$ cat config.mk
export PLATFORM = sky130hd
export DESIGN_NAME = uart_tx_frame
export DESIGN_NICKNAME = d
export VERILOG_FILES = /design/src/rtl/uart_tx_frame.sv
export SDC_FILE = /design/constraint.sdc
export NUM_CORES = 1
export LEC_CHECK = 0
export CAP_MARGIN = 20
export CORE_ASPECT_RATIO = 0.9
export CORE_MARGIN = 4
export CORE_UTILIZATION = 46
export CTS_CLUSTER_DIAMETER = 150
export DETAILED_ROUTE_END_ITERATION = 8
export PLACE_DENSITY = 0.72
export SLEW_MARGIN = 20
export SYNTH_ARGS = -nofsm -noshare
export SYNTH_HDL_FRONTEND = slang
export SYNTH_SLANG_ARGS = --single-unit
$ cat constraint.sdc
create_clock -name clk -period 4.1 [get_ports clk]
set_clock_uncertainty 0.2 [all_clocks]
set_input_delay 1.025 -clock clk [delete_from_list [all_inputs] [get_ports clk]]
set_output_delay 1.025 -clock clk [all_outputs]
set_load 0.02 [all_outputs]
$ cat src/rtl/uart_tx_frame.sv
// UART frame transmitter: start bit, LSB-first data, optional parity, one stop bit.
// Outputs are registered from the next-state decode so TX_OUT and busy track the state register.
module uart_tx_frame #(
  parameter int unsigned DATA_WIDTH   = 8,
  parameter int unsigned CLKS_PER_BIT = 16
) (
  input  logic                  clk,
  input  logic                  rst,
  input  logic                  EN,
  input  logic [DATA_WIDTH-1:0] P_DATA,
  input  logic                  Data_Valid,
  input  logic                  PAR_EN,
  input  logic                  PAR_TYP,
  output logic                  TX_OUT,
  output logic                  busy
);

  localparam int unsigned TW =
    (CLKS_PER_BIT > 1) ? $clog2(CLKS_PER_BIT) : 1;
  localparam int unsigned IW =
    (DATA_WIDTH > 1) ? $clog2(DATA_WIDTH) : 1;

  localparam logic [TW-1:0] T_LAST = TW'(CLKS_PER_BIT - 1);
  localparam logic [IW-1:0] I_LAST = IW'(DATA_WIDTH - 1);
  localparam logic [TW-1:0] T_ONE  = TW'(1);
  localparam logic [IW-1:0] I_ONE  = IW'(1);

  typedef enum logic [2:0] {
    IDLE,
    START,
    DATA,
    PARITY,
    STOP
  } state_t;

  state_t                  state;
  state_t                  state_n;
  logic [TW-1:0]           timer;
  logic [TW-1:0]           timer_n;
  logic [IW-1:0]           index;
  logic [IW-1:0]           index_n;
  logic [DATA_WIDTH-1:0]   data;
  logic [DATA_WIDTH-1:0]   data_n;
  logic                    par_en;
  logic                    par_en_n;
  logic                    par_typ;
  logic                    par_typ_n;
  logic                    tx_n;
  logic                    busy_n;
  logic                    bit_done;

  assign bit_done = (timer == T_LAST);

  always_comb begin
    state_n   = state;
    timer_n   = timer;
    index_n   = index;
    data_n    = data;
    par_en_n  = par_en;
    par_typ_n = par_typ;
    if (!EN) begin
      state_n = IDLE;
      timer_n = '0;
      index_n = '0;
    end else begin
      unique case (state)
        IDLE: begin
          if (Data_Valid) begin
            data_n    = P_DATA;
            par_en_n  = PAR_EN;
            par_typ_n = PAR_TYP;
            timer_n   = '0;
            index_n   = '0;
            state_n   = START;
          end
        end
        START: begin
          if (bit_done) begin
            timer_n = '0;
            index_n = '0;
            state_n = DATA;
          end else begin
            timer_n = timer + T_ONE;
          end
        end
        DATA: begin
          if (bit_done) begin
            timer_n = '0;
            if (index == I_LAST) begin
              index_n = '0;
              state_n = par_en ? PARITY : STOP;
            end else begin
              index_n = index + I_ONE;
            end
          end else begin
            timer_n = timer + T_ONE;
          end
        end
        PARITY: begin
          if (bit_done) begin
            timer_n = '0;
            state_n = STOP;
          end else begin
            timer_n = timer + T_ONE;
          end
        end
        STOP: begin
          if (bit_done) begin
            timer_n = '0;
            state_n = IDLE;
          end else begin
            timer_n = timer + T_ONE;
          end
        end
        default: begin
          timer_n = '0;
          index_n = '0;
          state_n = IDLE;
        end
      endcase
    end
  end

  // Line level for the state we are entering, so it lands with the state.
  always_comb begin
    tx_n   = 1'b1;
    busy_n = 1'b0;
    unique case (state_n)
      IDLE: begin
        tx_n   = 1'b1;
        busy_n = 1'b0;
      end
      START: begin
        tx_n   = 1'b0;
        busy_n = 1'b1;
      end
      DATA: begin
        tx_n   = data_n[index_n];
        busy_n = 1'b1;
      end
      PARITY: begin
        tx_n   = (^data_n) ^ par_typ_n;
        busy_n = 1'b1;
      end
      STOP: begin
        tx_n   = 1'b1;
        busy_n = 1'b1;
      end
      default: begin
        tx_n   = 1'b1;
        busy_n = 1'b0;
      end
    endcase
  end

  always_ff @(posedge clk or posedge rst) begin
    if (rst) begin
      state   <= IDLE;
      timer   <= '0;
      index   <= '0;
      data    <= '0;
      par_en  <= 1'b0;
      par_typ <= 1'b0;
      TX_OUT  <= 1'b1;
      busy    <= 1'b0;
    end else begin
      state   <= state_n;
      timer   <= timer_n;
      index   <= index_n;
      data    <= data_n;
      par_en  <= par_en_n;
      par_typ <= par_typ_n;
      TX_OUT  <= tx_n;
      busy    <= busy_n;
    end
  end

endmodule
### Yosys cells after proc, flatten, opt, wreduce, memory -nomap -nowiden

Index checks and enable logic that the tools add are counted.
Widths: inputs -> output; s select.

| word-level totals | value |
|---|---|
| logic and storage cells | 58 |
| input port bits | 14 |
| flip-flop bits (word level) | 22 |
| output and inout bits | 2 |

| cells by class | value |
|---|---|
| bitwise logic cells | 1 |
| order comparisons | 1 |
| add/subtract/negate cells | 2 |
| multiplexer cells | 29 |
| equality and inequality tests | 11 |
| reduce and logical (&&, ||, !) cells | 6 |

Operator list:

| kind | count |
|---|---|
| $mux 3 | 13 |
| $mux 8 | 3 |
| $pmux 3 s5 | 1 |
| $eq 3x2->1 const B | 4 |
| $mux 4 | 3 |
| $pmux 3 s4 | 1 |
| $eq 3x3->1 const B | 3 |
| $pmux 4 s2 | 1 |
| $reduce_or 4->1 | 2 |
| $reduce_xor 8->1 | 1 |
| $eq 3x1->1 const B | 2 |
| $mux 1 | 5 |
| $add 4x1->4 const B | 1 |
| $eq 4x4->1 const B | 1 |
| $lt 3x4->1 const B | 1 |
| $add 3x1->3 const B | 1 |
| $bmux 1 s3 | 1 |
| $logic_not 3->1 | 1 |
| $ne 3x3->1 const B | 1 |
| $pmux 1 s3 | 1 |
| $reduce_and 3->1 | 1 |
| $reduce_or 2->1 | 1 |
| $xor 1x1->1 | 1 |

### Longest topological paths before layout

| depth | value |
|---|---|
| depth in word-level cells | 8 |
| mapped depth | 8 |
| depth with buffers taken out | 8 |

### Worst setup path before layout

Ideal clock, no wire load.

| path | value |
|---|---|
| path kind | in2reg |
| from | input port Data_Valid |
| to | register TX_OUT |
| data required time | 3799 ps |
| cell stages on the path | 7 |
| path buffers | 0 |
| path slack | 1481 ps |
| library setup time | 101 ps |
| data arrival time | 2318 ps |
| path through | nand2b_1 -> o21ai_2 -> a211oi_2 -> mux2i_2 -> mux2_4 -> a2111oi_4 -> a221oi_2 |

| between the ends | value |
|---|---|
| word-level cells in the longest chain between the ends | 6 |
| elaborated cells between the ends (all ways) | 20 |
| classes of those cells | eq/ne (3); mux (15); bitwise (1); reduce/logical (1) |

RTL lines:

| what | RTL line | RTL |
|---|---|---|
| from (decl) | 11 | `input logic Data_Valid,` |
| $mux 3 / $mux 8 (equally long branches) | 68 | `if (Data_Valid) begin` |
| $pmux 3 s4 / $mux 8 (equally long branches) | 66 | `unique case (state)` |
| $mux 3 / $mux 8 (equally long branches) | 61 | `if (!EN) begin` |
| $bmux 1 s3 / $reduce_xor 8->1 (equally long branches) | 138, 142 |  |
| $mux 1 (implied by the code) / $xor 1x1->1 (equally long branches) | 138, 142 |  |
| $pmux 1 s3 (*) | 128 | `unique case (state_n)` |
| net tx_n | 48 | `logic tx_n;` |
| to (signal assigned) | 173 | `TX_OUT <= tx_n;` |
| to (decl) | 14 | `output logic TX_OUT,` |

The timed path passes the listed nets; every way through them passes the cells marked *. The select of a mux whose other input is x is not followed.
A chain may end at the register's enable or synchronous reset.

### Worst setup path after layout

| path | value |
|---|---|
| from | input port Data_Valid |
| to | register TX_OUT |

| between the ends | value |
|---|---|
| word-level cells in the longest chain between the ends | 6 |
| elaborated cells between the ends (all ways) | 20 |
| classes of those cells | eq/ne (3); mux (15); bitwise (1); reduce/logical (1) |

RTL lines:

| what | RTL line | RTL |
|---|---|---|
| $mux 8 (*) | 68 |  |
| $mux 8 (*) | 66 |  |
| $mux 8 (*) | 61 |  |
| net data_n[5] | 43 | `logic [DATA_WIDTH-1:0] data_n;` |
| $bmux 1 s3 / $reduce_xor 8->1 (equally long branches) | 138, 142 |  |
| $mux 1 (implied by the code) / $xor 1x1->1 (equally long branches) | 138, 142 |  |
| $pmux 1 s3 (*) | 128 |  |
| net tx_n | 48 |  |

Marks and branches as above.

==> results.toml <==
[clocking]
clk_latency_ns = 0.30
cts_tree = "done"
post_cts_resized = 0
clkTransAtPathRegs_ns = 0.13
cts.path.max_buffers = 2
cts_num_sinks = 22
holdBufCountCts = 0
cts_buffers = 3
cts-root-buf = "clkbuf_4"
post_cts_buffers = 0
cts_max_level = 1

[synthesis]
synthXorXnorAreaFrac_pct = 7.36
yosysWarnings = 0
synthFlopType = "dfrtp_1"
syn_avg_cell_area_sq_um = 11.3
synth_top_family_by_area = "simple AND/OR/NAND/NOR gates"
syn_nets = 134
syn_inst = 116
synth-seq-area-share_pct = 42.2
muxShareOfSynthArea_pct = 14.9
ys_ff_latch = 22
synth_compound_area_share_pct = 11.2
synth_area_sq_um = 1310
synth_fa_ha_area_share_pct = 3.82
synthDistinctLibCells = 42
synth_edf_count = 0
yosys.area_share.simple_pct = 18.2
synthArstFlopShare_pct = 100

[final_layout]
syn_to_final_growth_pct = 16.3
diodes = 0
drive_gt1_share_pct = 18.2
mostFrequentLayoutCells = "21 x dfrtp_1, 15 x clkdlybuf4s50_1, 8 x xnor2_1, 8 x mux2_2, 6 x nand3_1"
layout.cells.non_filler = 172
final_net_count = 151
final_common_cell = "dfrtp_1"

[detailed_routing]
ant_nets = 0
wl_um = 2450
vias = 931
wl_per_cell_um = 14.2
firstDrtPassIters = 4
post_drt_via_cell_ratio = 5.41
drc = 0
drt_iter0_drc = 46

[worst_setup_path]
end_kind = "register"
criticalPathCategory = "input pin to register"
r2r-start = "timer[0]"
critPathArrivalTime_ns = 3.15
crit_path_start_kind = "input pin"
r2r-end = "TX_OUT"
worst-r2r-cell-count = 8
r2r_slack_ns = 1.53
path_max_fanout = 11
critPathRequiredTime_ns = 4.11

[placement]
gp_congestion = 0.834
dpl.cell_count = 168
post-place-ws_ns = 0.633
dp_hpwl_um = 1910
portBuffers = 15

[floorplanning]
die_area_sq_um = 3760
core-area_sq_um = 2730
row_count = 18
die_h_um = 58.6
ios = 16
die_x_um = 64.2
start_util_pct = 48.0

[timing]
rsz0062_at_grt = "false"
period_share_pct = 76.6
drv_slew = 0
relSlewSlack_pct = 45.6
max_clock_freq_mhz = 318
hold_viol_final = 0
setup_viol = 0
finalWorstSetupSlack_ns = 0.957
hold_slack_ns = 0.346
post-route-min-period_ns = 3.14
worst_pin_slew_ns = 0.816
setup-tns-final_ns = 0

[power]
irDropWorstVdd_uv = 217
power_mw = 0.522
power_density_nw_per_um2 = 343
total_leakage_power_nw = 0.671

[grt]
antenna_found_initial = 0
grt-ovfl-total = 0
grt_max_degree = 23
grt_pass1_wl_um = 4370
grt_use_total_pct = 14.9
grt_pass1_vias = 1005

[hold_path]
hold_start = "par_typ"
worstHoldPathType = "register to register"
whs_endpoint = "par_typ"
worstHoldPathCells = 1

[run]
drv_cap = 0

[status]
outcome = "finished, final reports clean"
[worst max-delay path, stage by stage]
cell,delay (ns)
clkdlybuf4s50_1,0.60
nand4b_2,0.36
mux2_4,0.41
mux2_4,0.28
a2111oi_4,0.36
a221oi_2,0.10
[metrics by stage]
step,instance area [sq um],utilization [%]
detailed placement,1490,54.5
global placement,1490,54.5
finish,1520,55.8
CTS,1520,55.8
global route,1520,55.8
floorplan,1310,-
[layout make-up]
type                            instances  area, sq um
Tap cell                               40         50.0
Timing Repair Buffer                   15          150
Sequential cell                        22          552
Fill cell                             250         1200
Clock buffer                            4         36.3
Inverter                                2         7.51
Multi-Input combinational cell         89          726
[Yosys cell counts (all sizes together) (3+ instances only)]
cell,n,area (sq um)
nand3,6,30.0
mux2,11,131
o21ai,6,33.8
nand2,5,18.8
ha,4,50.1
a21oi,4,20.0
or2,3,18.8
nor2b,4,25.0
xor2,3,26.3
nand2b,3,18.8
dfrtp,21,526
nor2,5,21.3
xnor2,8,70.1
mux2i,6,63.8
buf,3,23.8
[cell families (layout without fill, tap and decap cells)]
logic type	after synthesis	count (layout)
xor+xnor	11	11
buf+inv	5	21
compound gates	18	18
simple gates	39	39
flops	22	22
fa+ha+maj	4	4
mux	17	17
[how the worst max path moves through the flow]
| stage | start | slack, ns | cells past startpoint | endpoint |
|---|---|---|---|---|
| after detailed placement | Data_Valid | 0.63 | 6 | TX_OUT |
| after floorplan | Data_Valid | 1.48 | 7 | TX_OUT |
| after global routing | Data_Valid | 0.85 | 6 | TX_OUT |
| after global placement | Data_Valid | 0.67 | 6 | TX_OUT |
| after CTS | Data_Valid | 0.97 | 6 | TX_OUT |
| final | Data_Valid | 0.96 | 6 | TX_OUT |
[metal layers]
metal	track usage (%)	up-vias	wire length [um]
li1	-	453	-
met1	17.6	458	1120
met2	27.0	18	1220
met3	2.86	2	86
met4	5.42	0	16
met5	0	-	0
[power breakdown]
group          internal (mW)  switching [mW]  total (mW)
Sequential             0.242          0.0182       0.260
Clock                 0.0541          0.0651       0.119
Combinational         0.0828          0.0605       0.143
Total                  0.379           0.144       0.522
[flip-flops by register name (all words and copies together), names as in the netlist]
| signal | count |
|---|---|
| timer | 4 |
| data | 8 |
| state | 3 |
| busy | 1 |
| par_typ | 1 |
| index | 3 |
| par_en | 1 |
| TX_OUT | 1 |
(Power assumes the default switching activity.)
